===== config.mk =====
export PLATFORM = sky130hd
export DESIGN_NAME = axilite_req_arbiter
export DESIGN_NICKNAME = d
export VERILOG_FILES = /design/src/rtl/axilite_pkg.sv /design/src/rtl/axilite_req_arbiter_rr_arbiter.sv /design/src/rtl/axilite_req_arbiter.sv
export SDC_FILE = /design/constraint.sdc
export NUM_CORES = 1
export LEC_CHECK = 0
export ABC_AREA = 0
export CAP_MARGIN = 40
export CORE_AREA = 2 2 263 265
export CTS_BUF_LIST = sky130_fd_sc_hd__clkbuf_8
export DETAILED_ROUTE_END_ITERATION = 10
export DIE_AREA = 0 0 265 267
export DONT_BUFFER_PORTS = 1
export HOLD_SLACK_MARGIN = 0.05
export PLACE_DENSITY = 0.37
export SYNTH_ARGS = -nofsm -noshare
export SYNTH_HDL_FRONTEND = slang
export SYNTH_SLANG_ARGS = --single-unit
export TNS_END_PERCENT = 20

===== constraint.sdc =====
create_clock -name aclk -period 11.2 [get_ports aclk]
set_input_delay 2.24 -clock aclk [delete_from_list [all_inputs] [get_ports aclk]]
set_output_delay 2.24 -clock aclk [all_outputs]
set_load 0.005 [all_outputs]

===== src/rtl/axilite_pkg.sv =====
// Shared definitions for the AXI-Lite request arbiter.
// Holds the FSM encoding, the AXI response codes and a modulo index helper.
package axilite_pkg;

    typedef enum logic [1:0] {
        ARB_IDLE     = 2'b00,
        ARB_ISSUE    = 2'b01,
        ARB_WAIT_RSP = 2'b10
    } arb_state_e;

    localparam logic [1:0] RESP_OKAY   = 2'b00;
    localparam logic [1:0] RESP_EXOKAY = 2'b01;
    localparam logic [1:0] RESP_SLVERR = 2'b10;
    localparam logic [1:0] RESP_DECERR = 2'b11;

    // Modulo-n addition for operands already below n, without a divider.
    function automatic int unsigned wrap_add(input int unsigned a,
                                             input int unsigned b,
                                             input int unsigned n);
        int unsigned s;
        s = a + b;
        return (s >= n) ? (s - n) : s;
    endfunction

endpackage


===== src/rtl/axilite_req_arbiter_rr_arbiter.sv =====
// Combinational round-robin picker: rotate requests so rr_ptr lands at bit 0,
// take the lowest set bit, then rotate the index back to requester numbering.
module rr_arbiter
    import axilite_pkg::*;
#(
    parameter  int NUM_REQ = 4,
    localparam int IDX_W   = $clog2(NUM_REQ)
) (
    input  logic [NUM_REQ-1:0] req_valid,
    input  logic [IDX_W-1:0]   rr_ptr,
    output logic               grant_any,
    output logic [NUM_REQ-1:0] grant_onehot,
    output logic [IDX_W-1:0]   grant_idx
);

    logic [2*NUM_REQ-1:0] dbl_s;
    logic [NUM_REQ-1:0]   rot_s;
    logic [IDX_W-1:0]     pick_s;

    // Rotate, priority-pick the lowest rotated bit, rotate the pick back.
    always_comb begin
        dbl_s  = {req_valid, req_valid} >> rr_ptr;
        rot_s  = dbl_s[NUM_REQ-1:0];
        pick_s = '0;
        for (int i = NUM_REQ - 1; i >= 0; i--) begin
            pick_s = rot_s[i] ? IDX_W'(i) : pick_s;
        end
        grant_any    = |rot_s;
        grant_idx    = IDX_W'(wrap_add(32'(pick_s), 32'(rr_ptr), 32'(NUM_REQ)));
        grant_onehot = grant_any ? ({{(NUM_REQ-1){1'b0}}, 1'b1} << grant_idx)
                                 : {NUM_REQ{1'b0}};
    end

endmodule


===== src/rtl/axilite_req_arbiter.sv =====
// Round-robin front end sharing one AXI-Lite master user port between NUM_REQ
// requesters, with a single transaction outstanding at a time.
module axilite_req_arbiter
    import axilite_pkg::*;
#(
    parameter  int NUM_REQ = 4,
    parameter  int ADDR_W  = 32,
    parameter  int DATA_W  = 64,
    localparam int IDX_W   = $clog2(NUM_REQ),
    localparam int STRB_W  = DATA_W / 8
) (
    input  logic                      aclk,
    input  logic                      areset,
    input  logic [NUM_REQ-1:0]        req_valid,
    input  logic [NUM_REQ-1:0]        req_w_r,
    input  logic [NUM_REQ*ADDR_W-1:0] req_addr,
    input  logic [NUM_REQ*DATA_W-1:0] req_data,
    input  logic [NUM_REQ*STRB_W-1:0] req_strb,
    output logic [NUM_REQ-1:0]        req_ready,
    output logic [NUM_REQ-1:0]        rsp_valid,
    output logic [DATA_W-1:0]         rsp_data,
    output logic [1:0]                rsp_status,
    output logic [IDX_W-1:0]          rsp_idx,
    output logic                      mst_start,
    output logic                      mst_w_r,
    output logic [ADDR_W-1:0]         mst_addr,
    output logic [DATA_W-1:0]         mst_data,
    output logic [STRB_W-1:0]         mst_strb,
    input  logic                      mst_free,
    input  logic                      mst_rsp_valid,
    input  logic [DATA_W-1:0]         mst_rsp_data,
    input  logic [1:0]                mst_rsp_status
);

    arb_state_e          state_r;
    logic [IDX_W-1:0]    rr_ptr_r;
    logic [IDX_W-1:0]    grant_idx_r;
    logic                mst_rsp_valid_q_r;
    logic [NUM_REQ-1:0]  rsp_valid_r;
    logic [DATA_W-1:0]   rsp_data_r;
    logic [1:0]          rsp_status_r;
    logic [IDX_W-1:0]    rsp_idx_r;
    logic                mst_start_r;
    logic                mst_w_r_r;
    logic [ADDR_W-1:0]   mst_addr_r;
    logic [DATA_W-1:0]   mst_data_r;
    logic [STRB_W-1:0]   mst_strb_r;

    logic                grant_any_s;
    logic [NUM_REQ-1:0]  gnt_onehot_s;
    logic [IDX_W-1:0]    gnt_idx_s;
    logic                grant_fire_s;
    logic                completion_s;
    logic [NUM_REQ-1:0]  rsp_onehot_s;
    logic [IDX_W-1:0]    rr_next_s;
    logic                sel_w_r_s;
    logic [ADDR_W-1:0]   sel_addr_s;
    logic [DATA_W-1:0]   sel_data_s;
    logic [STRB_W-1:0]   sel_strb_s;

    rr_arbiter #(
        .NUM_REQ (NUM_REQ)
    ) u_rr_arbiter (
        .req_valid    (req_valid),
        .rr_ptr       (rr_ptr_r),
        .grant_any    (grant_any_s),
        .grant_onehot (gnt_onehot_s),
        .grant_idx    (gnt_idx_s)
    );

    // Grant qualification, accept strobe and completion edge detect.
    always_comb begin
        grant_fire_s = (state_r == ARB_IDLE) && mst_free && grant_any_s && !areset;
        if (grant_fire_s) begin
            req_ready = gnt_onehot_s;
        end else begin
            req_ready = {NUM_REQ{1'b0}};
        end
        // The master holds its valid as a level, so only a fresh rise means done.
        completion_s = mst_rsp_valid && !mst_rsp_valid_q_r;
        rsp_onehot_s = {{(NUM_REQ-1){1'b0}}, 1'b1} << grant_idx_r;
        rr_next_s    = IDX_W'(wrap_add(32'(grant_idx_r), 32'd1, 32'(NUM_REQ)));
    end

    // Payload of the requester currently winning arbitration.
    always_comb begin
        sel_w_r_s  = req_w_r[gnt_idx_s];
        sel_addr_s = req_addr[32'(gnt_idx_s) * ADDR_W +: ADDR_W];
        sel_data_s = req_data[32'(gnt_idx_s) * DATA_W +: DATA_W];
        sel_strb_s = req_strb[32'(gnt_idx_s) * STRB_W +: STRB_W];
    end

    // Arbiter FSM with registered master-side and response-side outputs.
    always_ff @(posedge aclk or posedge areset) begin
        if (areset) begin
            state_r           <= ARB_IDLE;
            rr_ptr_r          <= '0;
            grant_idx_r       <= '0;
            mst_rsp_valid_q_r <= 1'b0;
            rsp_valid_r       <= '0;
            rsp_data_r        <= '0;
            rsp_status_r      <= RESP_OKAY;
            rsp_idx_r         <= '0;
            mst_start_r       <= 1'b0;
            mst_w_r_r         <= 1'b0;
            mst_addr_r        <= '0;
            mst_data_r        <= '0;
            mst_strb_r        <= '0;
        end else begin
            mst_rsp_valid_q_r <= mst_rsp_valid;
            rsp_valid_r       <= '0;
            case (state_r)
                ARB_IDLE: begin
                    if (grant_fire_s) begin
                        grant_idx_r <= gnt_idx_s;
                        mst_w_r_r   <= sel_w_r_s;
                        mst_addr_r  <= sel_addr_s;
                        mst_data_r  <= sel_data_s;
                        mst_strb_r  <= sel_strb_s;
                        mst_start_r <= 1'b1;
                        state_r     <= ARB_ISSUE;
                    end else begin
                        mst_start_r <= 1'b0;
                        state_r     <= ARB_IDLE;
                    end
                end
                ARB_ISSUE: begin
                    mst_start_r <= 1'b0;
                    state_r     <= ARB_WAIT_RSP;
                end
                ARB_WAIT_RSP: begin
                    mst_start_r <= 1'b0;
                    if (completion_s) begin
                        rsp_valid_r  <= rsp_onehot_s;
                        rsp_idx_r    <= grant_idx_r;
                        rsp_data_r   <= mst_w_r_r ? mst_rsp_data : {DATA_W{1'b0}};
                        rsp_status_r <= mst_rsp_status;
                        rr_ptr_r     <= rr_next_s;
                        state_r      <= ARB_IDLE;
                    end else begin
                        state_r      <= ARB_WAIT_RSP;
                    end
                end
                default: begin
                    mst_start_r <= 1'b0;
                    state_r     <= ARB_IDLE;
                end
            endcase
        end
    end

    assign rsp_valid  = rsp_valid_r;
    assign rsp_data   = rsp_data_r;
    assign rsp_status = rsp_status_r;
    assign rsp_idx    = rsp_idx_r;
    assign mst_start  = mst_start_r;
    assign mst_w_r    = mst_w_r_r;
    assign mst_addr   = mst_addr_r;
    assign mst_data   = mst_data_r;
    assign mst_strb   = mst_strb_r;

endmodule


=== After elaboration in Yosys (flattened, before gate mapping) ===
Cells that the tools add are included.

* Register bits: 185
* Bits of input ports: 494
* Output and inout port bits: 182
* Word-level logic and storage cells: 56

* Add/subtract/negate cells: 4
* $lt $le $gt $ge: 3
* Equality and inequality tests: 2
* Shift-type cells: 6
* Multiplexer cells: 18
* Reductions and logical operators: 10

{| class="wikitable"
|+ Operators by type and width
! kind !! number
|-
| $shiftx 256x9->64 || 1
|-
| $shiftx 128x8->32 || 1
|-
| $mux 64 || 1
|-
| $shiftx 32x6->8 || 1
|-
| $mux 4 || 4
|-
| $mux 2 || 7
|-
| $shl 1x2->4 const A || 2
|-
| $shr 8x2->4 || 1
|-
| $ge 3x3->1 const B || 2
|-
| $pmux 2 s3 || 1
|-
| $logic_and 1x1->1 || 4
|-
| $mux 1 || 4
|-
| $reduce_and 2->1 || 2
|-
| $reduce_or 4->1 || 1
|-
| $sub 2x1->2 const B || 2
|-
| $add 2x1->3 const B || 1
|-
| $add 2x2->3 || 1
|-
| $lt 2x3->1 const B || 1
|-
| $bmux 1 s2 || 1
|-
| $eq 2x1->1 const B || 1
|-
| $eq 2x2->1 const B || 1
|-
| $logic_not 1->1 || 2
|-
| $logic_not 2->1 || 1
|}

=== Longest topological paths before layout ===
Gate-level depths: netlist (run 1).

* Depth after elaboration: 11
* Depth in mapped cells: 13
* Gate-level depth less buffers: 10

=== Hierarchy ===
From an unflattened synthesis (run 1), not the netlist that was laid out.

* Cells, all modules: 718
* Area, all modules: 9,850.7 um^2

{| class="wikitable"
|+ Modules (own cells, without submodules)
! module !! times used !! cells an instance !! area an instance (um^2) !! sequential area each (um^2)
|-
| axilite_req_arbiter || 1 || 680 || 9,589.2 || 4,604.4
|-
| rr_arbiter || 1 || 38 || 261.5 || 0.0
|}

=== Worst setup path after synthesis (run 1) ===
OpenSTA, ideal clock, no wires.

* Path kind: in2out
* Start point: input req_valid[2]
* End point: output req_ready[1]
* Arrival: 4.251 ns
* Required time: 8.960 ns
* Path slack: 4.709 ns
* Stages: 12
* Buffers on the path: 4
* Cells stage by stage: and3b_1 a21oi_1 nor2_1 a21oi_1 o221ai_1 ha_1 buf_2 clkbuf_1 clkbuf_1 buf_1 nand2_1 nor2_1

* Longest elaborated chain between the ends: 11
* Elaborated cells between the ends (all ways): 15
* Classes of those cells: 2 x add/sub; 1 x order compare; 2 x shift; 7 x mux; 3 x reduce/logical

{| class="wikitable"
|+ RTL lines
! element !! line !! text
|-
| from (decl) || axilite_req_arbiter.sv:14 || <nowiki>input logic [NUM_REQ-1:0] req_valid,</nowiki>
|-
| $shr 8x2->4 * || axilite_req_arbiter_rr_arbiter.sv:22 || <nowiki>dbl_s = {req_valid, req_valid} >> rr_ptr;</nowiki>
|-
| $mux 2 (3 in series) || axilite_req_arbiter_rr_arbiter.sv:26 || <nowiki>pick_s = rot_s[i] ? IDX_W'(i) : pick_s;</nowiki>
|-
| $mux 2 * || axilite_req_arbiter_rr_arbiter.sv:26 ||
|-
| $add 2x2->3 * || axilite_pkg.sv:21 || <nowiki>s = a + b;</nowiki>
|-
| $ge 3x3->1 or $sub 2x1->2 (tied branches) || axilite_pkg.sv:22 || <nowiki>return (s >= n) ? (s - n) : s;</nowiki>
|-
| $mux 2 * || axilite_pkg.sv:22 ||
|-
| named net gnt_idx_s[0] || axilite_req_arbiter.sv:51 || <nowiki>logic [IDX_W-1:0] gnt_idx_s;</nowiki>
|-
| $shl 1x2->4 * || axilite_req_arbiter_rr_arbiter.sv:30 || <nowiki>grant_onehot = grant_any ? ({{(NUM_REQ-1){1'b0}}, 1'b1} << grant_idx)</nowiki>
|-
| $mux 4 * || axilite_req_arbiter_rr_arbiter.sv:30 ||
|-
| $mux 4 * || axilite_req_arbiter.sv:74 || <nowiki>if (grant_fire_s) begin</nowiki>
|-
| to (decl) || axilite_req_arbiter.sv:19 || <nowiki>output logic [NUM_REQ-1:0] req_ready,</nowiki>
|}

The timed path passes the listed nets; every way through them passes the cells marked *.

=== Final worst setup path (run 1) ===
* Start point: input req_valid[2]
* End point: output req_ready[2]

* Longest elaborated chain between the ends: 11
* Elaborated cells between the ends (all ways): 15
* Classes of those cells: 2 x add/sub; 1 x order compare; 2 x shift; 7 x mux; 3 x reduce/logical

{| class="wikitable"
|+ RTL lines
! element !! line
|-
| $shr 8x2->4 * || axilite_req_arbiter_rr_arbiter.sv:22
|-
| $mux 2 (4 in series) || axilite_req_arbiter_rr_arbiter.sv:26
|-
| $add 2x2->3 || axilite_pkg.sv:21
|-
| $ge 3x3->1 or $sub 2x1->2 (tied branches) || axilite_pkg.sv:22
|-
| $mux 2 || axilite_pkg.sv:22
|-
| $shl 1x2->4 || axilite_req_arbiter_rr_arbiter.sv:30
|-
| $mux 4 || axilite_req_arbiter_rr_arbiter.sv:30
|-
| $mux 4 * || axilite_req_arbiter.sv:74
|}

Every way passes the cells marked *; elsewhere a longest branch is shown, timed or not.

==> results of run 1 <==
==> layout by cell type, fill, tap and decap left out, types with 4 or more instances in the layout <==
cell / netlist / routed
nor2b_1: 212 / 212
nor2_1: 12 / 12
buf_4: 9 / 20
clkinv_8: 0 / 6
a221oi_1: 105 / 105
mux2_2: 5 / 5
o21ai_0: 70 / 70
a2111oi_0: 105 / 104
diode_2: 0 / 7
clkbuf_8: 0 / 17
inv_1: 8 / 7
nand2_1: 244 / 243
buf_16: 0 / 6
dfrtp_1: 184 / 183
o31ai_1: 105 / 105
ha_1: 5 / 4
inv_6: 0 / 4
==> sequential cells by signal, summed over array words and instances (netlist names), 2 cells and up <==
signal / count
rsp_status: 2
rsp_valid: 4
grant_idx_r: 2
rsp_data: 64
mst_addr: 32
mst_strb: 8
mst_data: 64
state_r: 2
rr_ptr_r: 2
rsp_idx: 2
==> tightest hold or removal path, cell delays in order (launching register included) <==
cell,delay [ns]
dfrtp_1,0.38
nand2_1,0.05
o21ai_0,0.06
==> area by class of cell <==
type,instances,area [sq um],area share (%)
antenna,7,17.5,0.144
clock buffer,17,234,1.92
clock inverter,15,196,1.61
inverter,8,37.5,0.308
multi-input combinational,888,5620,46.2
sequential,184,4610,37.8
tap,882,1100,9.06
timing repair buffer,30,363,2.98
==> kinds of logic (layout without fill, tap and decap cells) <==
family / Yosys count / in the layout / synth area share [%]
flip-flops: 184 / 184 / 42.7
adder cells (fa/ha/maj): 5 / 5 / 0.580
other: 0 / 7 / 0
XOR/XNOR: 2 / 2 / 0.162
buffers and inverters: 146 / 70 / 5.70
AO/OA/AOI/OAI: 395 / 395 / 28.3
multiplexers: 5 / 5 / 0.522
AND/OR/NAND/NOR: 481 / 481 / 22.1
==> layer usage <==
layer,vias to the layer above,track usage [%],routed length [um]
met1,4431,14.2,17500
met3,70,4.23,3670
met5,-,0,76
met4,10,4.84,1370
met2,473,20.1,22300
li1,4324,-,-
==> final timing paths <==
| kind | from | to | slack, ns | cells after the start |
|---|---|---|---|---|
| max | req_valid[2] | req_ready[2] | 4.47 | 11 |
| min | rsp_data[46] | rsp_data[46] | 0.52 | 2 |
| max reg2reg | rr_ptr_r[0] | mst_data[21] | 7.17 | 12 |
| min reg2reg | rsp_data[46] | rsp_data[46] | 0.52 | 2 |
| max in group asynchronous | areset | mst_w_r | 8.76 | 3 |
| min in group asynchronous | areset | mst_data[35] | 1.54 | 1 |
==> power groups by stage <==
| stage | Clock [uW] | Combinational [uW] | Sequential, uW |
|---|---|---|---|
| 2_1_floorplan | 0 | 1590 | 1140 |
| 3_3_place_gp | 0 | 2070 | 1300 |
| 3_5_place_dp | 0 | 2170 | 1290 |
| 4_1_cts | 541 | 2170 | 1280 |
| 5_1_grt | 562 | 2420 | 1310 |
| 6_report | 500 | 2140 | 1270 |
==> through the flow <==
stage	utilization [%]	setup slack (ns)
after floorplan	-	3.96
final	17.9	4.47
after global routing	17.9	4.29
after detailed placement	17.2	4.45
after CTS	17.9	4.44
after global placement	17.0	4.44
==> flow_metrics.tcl, run 1 <==
set metrics [dict create \
    routed_via_density 4.58 \
    rsz0062_at_grt "no" \
    cp_slowest_cell "buf_4" \
    fp-row-count 96 \
    drt_iter0_markers 699 \
    min_period_ns 6.73 \
    final_area_sq_um 12200 \
    netlist_top_cells_count "nand2_1, nor2b_1, dfrtp_1, clkbuf_1" \
    relSlewSlack_pct 42.1 \
    max_stage_delay_ns 0.56 \
    worst_slew_pin_slew_ns 0.869 \
    final_cells 2031 \
    htreeDepth 4 \
    clock-sinks 184 \
    clock_skew_ns 0.0321 \
    power.internal_uw 1850 \
    setup_viol 0 \
    clkPwrFrac_pct 12.8 \
    leakage_uw 0.00449 \
    die_area_sq_um 70800 \
    whs_ns 0.520 \
    dpl_cell_area_sq_um 11700 \
    ys_ff_latch 184 \
    synth.avg_cell_area_sq_um 8.86 \
    worst-path-max-fanout 64 \
    antenna_found_initial 15 \
    critPathRequiredTime_ns 8.96 \
    start_util_pct 15.9 \
    synth_fp_nets 1717 \
    worst-setup-path-type "input port to output pin" \
    hpwl_um 33200 \
    clock-root-buffer "clkbuf_8" \
    critPathTopFamily "simple AND/OR/NAND/NOR gates" \
    holdCritPathClass "flop to flop" \
    netlist_top_cells_area "dfrtp_1, nor2b_1, a2111oi_0, a221oi_1, nand2_1" \
    cts_tree "yes" \
    power_frac_seq_pct 32.4 \
    yosysSeqAreaShare_pct 42.7 \
    clk_pin_slew_ns 0.10 \
    io_buffer_count 0 \
    ir_worst_vdd_v 0.000181 \
    ant_nets 0 \
    p_sw_share_pct 52.7 \
    vias 9308 \
    groute.usage.overall_pct 12.1 \
    synth-async-reset-ratio_pct 100 \
    synth_cells 1218 \
    total_power_uw 3910 \
    combPwrFrac_pct 54.8 \
    crit_chain "and3b_1 -> a21oi_1 -> nor2_1 -> a21oi_1 -> o221ai_1 -> ha_4 -> xnor2_1 -> nor3_4 -> buf_4 -> nor2_1 -> nor3_1" \
    layout-drive-gt1-share_pct 6.39 \
    grt_pass1_vias 9053 \
    avgRoutedWirePerCell_um 22.1 \
    wl_um 44900 \
    ys_types 36 \
    place.gp.congestion 0.793 \
    detail_route.first_pass.iterations 5 \
    endpoint_kind "output pin" \
    fillers 7642 \
    drc 0 \
    post_cts_resize_count 0 \
    grt_pass1_wl_um 63200 \
    post_cts_buffers 0 \
    path_buf_inv 1 \
    p_switching_uw 2060 \
    clockBufferDepth 2 \
    numCtsBuffers 17 \
    final-hold-violation-count 0 \
    die_y_um 267 \
    synth_flop_cell "dfrtp_1" \
    grt-ovfl-total 0 \
    yosysTopAreaCellShare_pct 42.7 \
    die_x_um 265 \
    yosysMostFrequentCell "nand2_1" \
    layout.nets 1628 \
    post-route-period-util_pct 60.1 \
    ctsHoldBuffers 0 \
    drv_cap 0 \
    start_kind "input port" \
    arrival_ns 4.49 \
    outcome "finished, final reports clean" \
    pin_count 676 \
    finalSetupTns_ns 0 \
    p_per_area_nw_per_um2 321 \
    grt_max_degree 111 \
    clk-insertion-delay-late_ns 0.58 \
    maxSlewViolCount 0 \
    place_inst 1991 \
    ys_warn_count 0 \
    area_growth_pct 12.8 \
    synth_area_leader_cell "dfrtp_1" \
    fmax_mhz 149 \
    netlist_area_sq_um 10800 \
    synth_edf_count 0 \
    core-area_sq_um 68000 \
]
Power figures use the tool's default switching activity.
==> run 2: changes to the inputs <==
Settings changed: CORE_AREA 2 2 263 265 to 2 2 261 263, DIE_AREA 0 0 265 267 to 0 0 263 265.
Clock period 11.2 ns to 6.58 ns, I/O delays scaled along.
==> flow_metrics.tcl, run 2 (synthesis results as in run 1) <==
set metrics [dict create \
    outcome "finished, final reports clean" \
    drv_cap 0 \
    critPathTopFamily "simple AND/OR/NAND/NOR gates" \
    dp_slack_ns 2.25 \
    clk-insertion-delay-late_ns 0.57 \
    clock_skew_ns 0.0238 \
    endpoint_kind "output pin" \
    clk_pin_slew_ns 0.12 \
    final-hold-violation-count 0 \
    detail_route.first_pass.iterations 5 \
    core-area_sq_um 66800 \
    post_cts_buffers 0 \
    drt_iter0_markers 744 \
    die_area_sq_um 69700 \
    setup_viol 0 \
    p_per_area_nw_per_um2 540 \
    place.gp.congestion 0.796 \
    numCtsBuffers 17 \
    arrival_ns 3.02 \
    ctsHoldBuffers 0 \
    drc 0 \
    worst_slack_ns 2.24 \
    die_x_um 263 \
    rsz0062_at_grt "no" \
    p_sw_share_pct 53.0 \
    routed_via_density 4.65 \
    post_cts_resize_count 0 \
    avgRoutedWirePerCell_um 22.0 \
    combPwrFrac_pct 53.7 \
    die_y_um 265 \
    power_frac_seq_pct 33.3 \
    finalSetupTns_ns 0 \
    relSlewSlack_pct 40.8 \
    p_switching_uw 3440 \
    power.internal_uw 3060 \
    fillers 7517 \
    ir_worst_vdd_v 0.000355 \
    post-route-period-util_pct 65.9 \
    final_common_cell "nand2_1" \
    fmax_mhz 231 \
    cts_tree "yes" \
    layout-drive-gt1-share_pct 5.74 \
    holdCritPathClass "flop to flop" \
    start_util_pct 16.2 \
    io_buffer_count 0 \
    grt-ovfl-total 0 \
    pin_count 676 \
    layout_common_cells "nand2_1, nor2b_1, dfrtp_1" \
    multi_input_area_sq_um 5620 \
    worst-setup-path-type "input port to output pin" \
    start_kind "input port" \
    fp-row-count 95 \
    groute.usage.overall_pct 12.3 \
    grt_pass1_wl_um 64500 \
    worst-path-max-fanout 7 \
    crit_chain "and3b_1 -> a21oi_1 -> nor2_1 -> a21oi_1 -> o221ai_1 -> ha_4 -> xnor2_1 -> nor3_4 -> nor2_1 -> nor3_1" \
    htreeDepth 4 \
    antenna_found_initial 16 \
    seq_area_sq_um 4610 \
    max_stage_delay_ns 0.30 \
    maxSlewViolCount 0 \
    worst_slew_pin_slew_ns 0.889 \
    clockBufferDepth 2 \
    hpwl_um 32600 \
    clock-sinks 184 \
    ant_nets 0 \
    grt_pass1_vias 9259 \
    area_growth_pct 11.4 \
    path_buf_inv 0 \
    leakage_uw 0.00441 \
    critPathRequiredTime_ns 5.26 \
    wl_um 44200 \
    min_period_ns 4.34 \
    layout.nets 1618 \
    clkPwrFrac_pct 13.0 \
    cp_slowest_cell "nor3_1" \
    vias 9345 \
    clock-root-buffer "clkbuf_8" \
    grt_max_degree 197 \
]
[run 2: power by group through the flow]
| stage | registers (uW) | logic, uW | clock network (uW) |
|---|---|---|---|
| 3_3_place_gp | 2220 | 3460 | 0 |
| 3_5_place_dp | 2200 | 3510 | 0 |
| 5_1_grt | 2220 | 3920 | 949 |
| 2_1_floorplan | 1940 | 2710 | 0 |
| 6_report | 2160 | 3490 | 845 |
| 4_1_cts | 2180 | 3510 | 908 |
[run 2: worst register-to-register path, cell delays in order, from the launching register on]
cell and delay, ns:
dfrtp_1 0.55, and3b_1 0.24, a21oi_1 0.13, nor2_1 0.06, a21oi_1 0.14, o221ai_1 0.18, ha_4 0.55, buf_12 0.46
nor2b_1 0.32, a221oi_1 0.62, o31ai_1 0.15
[run 2: per-layer routing]
metal | global-route usage, % | part of all wire [%] | vias to the layer above
met5 | 0 | 0.20 | -
met4 | 3.32 | 1.7 | 14
met3 | 4.51 | 8.3 | 64
met2 | 21.7 | 51 | 480
met1 | 13.9 | 39 | 4487
li1 | - | - | 4300
[run 2: layout make-up]
cell class | count | area share (%)
tap | 873 | 9.08
timing repair buffer | 20 | 1.89
inverter | 8 | 0.312
clock inverter | 15 | 1.61
sequential | 184 | 38.3
clock buffer | 17 | 1.95
multi-input combinational | 888 | 46.7
antenna | 6 | 0.125
[run 2: path summary, 6_finish.rpt]
check	slack, ns	endpoint	depth (start not counted)	start
min reg2reg	0.52	rsp_data[39]	2	rsp_data[39]
max reg2reg	3.07	mst_addr[24]	10	rr_ptr_r[0]
min in group asynchronous	0.64	rsp_data[40]	1	areset
max	2.24	req_ready[2]	10	req_valid[2]
max in group asynchronous	4.78	mst_addr[2]	2	areset
min	0.52	rsp_data[39]	2	rsp_data[39]
[run 2: per-stage QoR]
stage	total power [uW]	hold WS [ns]	std cells	util (%)	cell area (sq um)
6_report	6500	0.517	2011	18.0	12000
5_1_grt	7090	0.552	2008	18.0	12000
4_1_cts	6600	0.526	2005	18.0	12000
3_5_place_dp	5710	0.497	1973	17.3	11600
3_3_place_gp	5680	0.493	1971	17.3	11500
2_1_floorplan	4650	0.473	1218	-	10800
==> run 3: changes to the inputs <==
Clock period 6.58 ns to 4.5 ns, I/O delays scaled along.
==> flow_metrics.tcl, run 3 (synthesis results as in run 1) <==
set metrics [dict create \
    outcome "finished, final reports clean" \
    ant_nets 0 \
    grt_max_degree 109 \
    fmax_mhz 249 \
    htreeDepth 4 \
    rsz0062_at_grt "no" \
    final_core_util_pct 18.3 \
    final_common_cell "nand2_1" \
    post_cts_buffers 0 \
    core-area_sq_um 66800 \
    worst-setup-path-type "flop to output pin" \
    worst-path-max-fanout 44 \
    groute.usage.overall_pct 12.2 \
    p_switching_uw 5100 \
    layout.nets 1634 \
    leakage_uw 0.00449 \
    min_period_ns 4.02 \
    fp-row-count 95 \
    clk-insertion-delay-late_ns 0.56 \
    grt_pass1_wl_um 63400 \
    relSlewSlack_pct 44.6 \
    finalSetupTns_ns 0 \
    area_growth_pct 13.0 \
    numCtsBuffers 17 \
    clkPwrFrac_pct 12.8 \
    place.gp.congestion 0.841 \
    die_area_sq_um 69700 \
    clockBufferDepth 2 \
    detail_route.first_pass.iterations 5 \
    wl_um 44200 \
    antenna_found_initial 19 \
    maxSlewViolCount 0 \
    drc 0 \
    ctsHoldBuffers 0 \
    pin_count 676 \
    power_frac_seq_pct 32.7 \
    combPwrFrac_pct 54.5 \
    start_util_pct 16.2 \
    grt-ovfl-total 0 \
    die_x_um 263 \
    layout_common_cells "nand2_1, nor2b_1, dfrtp_1" \
    arrival_ns 3.12 \
    routed_via_density 4.60 \
    layout-drive-gt1-share_pct 7.06 \
    hpwl_um 32800 \
    clk_pin_slew_ns 0.13 \
    clock-sinks 184 \
    endpoint_kind "output pin" \
    clock-root-buffer "clkbuf_8" \
    p_sw_share_pct 52.2 \
    grt_pass1_vias 9031 \
    start_kind "flop" \
    avgRoutedWirePerCell_um 21.8 \
    die_y_um 265 \
    p_per_area_nw_per_um2 802 \
    final-hold-violation-count 0 \
    post-route-period-util_pct 89.3 \
    setup_viol 0 \
    worst_slew_pin_slew_ns 0.809 \
    power.internal_uw 4670 \
    whs_ns 0.320 \
    drv_cap 0 \
    critPathRequiredTime_ns 3.60 \
    vias 9344 \
    ir_worst_vdd_v 0.000497 \
    holdCritPathClass "input port to asynchronous set/reset pin" \
    io_buffer_count 0 \
    cts_tree "yes" \
    drt_iter0_markers 761 \
    clock_skew_ns 0.0380 \
]
run 3: cell count changes in the layout (fill, tap and decap cells not counted), moves of 3 or more:
cell     change
inv_12       +3
buf_4       +12
inv_8        -3
diode_2      +3
buf_12       +4
run 3: per-layer routing:
| layer | up-vias | track usage [%] | wire (um) |
|---|---|---|---|
| li1 | 4344 | - | - |
| met1 | 4432 | 13.7 | 17200 |
| met2 | 485 | 21.0 | 22400 |
| met3 | 69 | 4.72 | 3570 |
| met4 | 14 | 3.88 | 957 |
| met5 | - | 0 | 92 |
run 3: final cells by class:
cell class / count / area [sq um]
fill: 7521 / 54600
multi-input combinational: 888 / 5620
sequential: 184 / 4610
tap: 873 / 1090
timing repair buffer: 36 / 382
clock buffer: 17 / 234
clock inverter: 15 / 204
inverter: 8 / 33.8
antenna: 9 / 22.5
run 3: worst max-delay path: stages (launching register included):
cell and delay, ns:
dfrtp_1 0.54, and3b_1 0.23, a21oi_1 0.13, nor2_1 0.06, a21oi_1 0.13, o221ai_1 0.17
ha_4 0.22, xor2_1 0.19, nand3_4 0.14, buf_6 0.32, nand2_1 0.19, nor3_1 0.25
run 3: power by group through the flow:
stage	sequential [uW]	combinational [uW]	clock [uW]
2_1_floorplan	2830	3970	0
3_3_place_gp	3280	5290	0
6_report	3200	5330	1250
4_1_cts	3230	5370	1330
3_5_place_dp	3250	5360	0
5_1_grt	3290	5980	1410
run 3: what timing repair did:
item                                    4_1_cts  5_1_grt
endpoints found under the hold margin         0        0
endpoints found under the setup margin        0        1
gates resized for setup                       0        1
run 3: stage by stage:
stage,total power (uW),worst slack (ns),instance area (sq um),instances
detailed placement,8620,0.586,11700,1989
global route,10700,0.152,12200,2028
global placement,8570,0.562,11700,1988
floorplan,6800,0.689,10800,1218
CTS,9930,0.239,12200,2021
finish,9780,0.480,12200,2030
run 3: path summary, 6_finish.rpt:
| kind | endpoint | slack [ns] | depth (start not counted) | start |
|---|---|---|---|---|
| worst max-delay path | req_ready[0] | 0.48 | 11 | rr_ptr_r[0] |
| worst min register to register | rsp_data[40] | 0.52 | 2 | rsp_data[40] |
| max in group asynchronous | mst_data[27] | 3.61 | 2 | areset |
| worst min-delay path | rsp_data[56] | 0.32 | 2 | areset |
| worst max register to register | mst_addr[10] | 1.14 | 10 | rr_ptr_r[0] |
| min in group aclk | mst_rsp_valid_q_r | 0.37 | 0 | mst_rsp_valid |
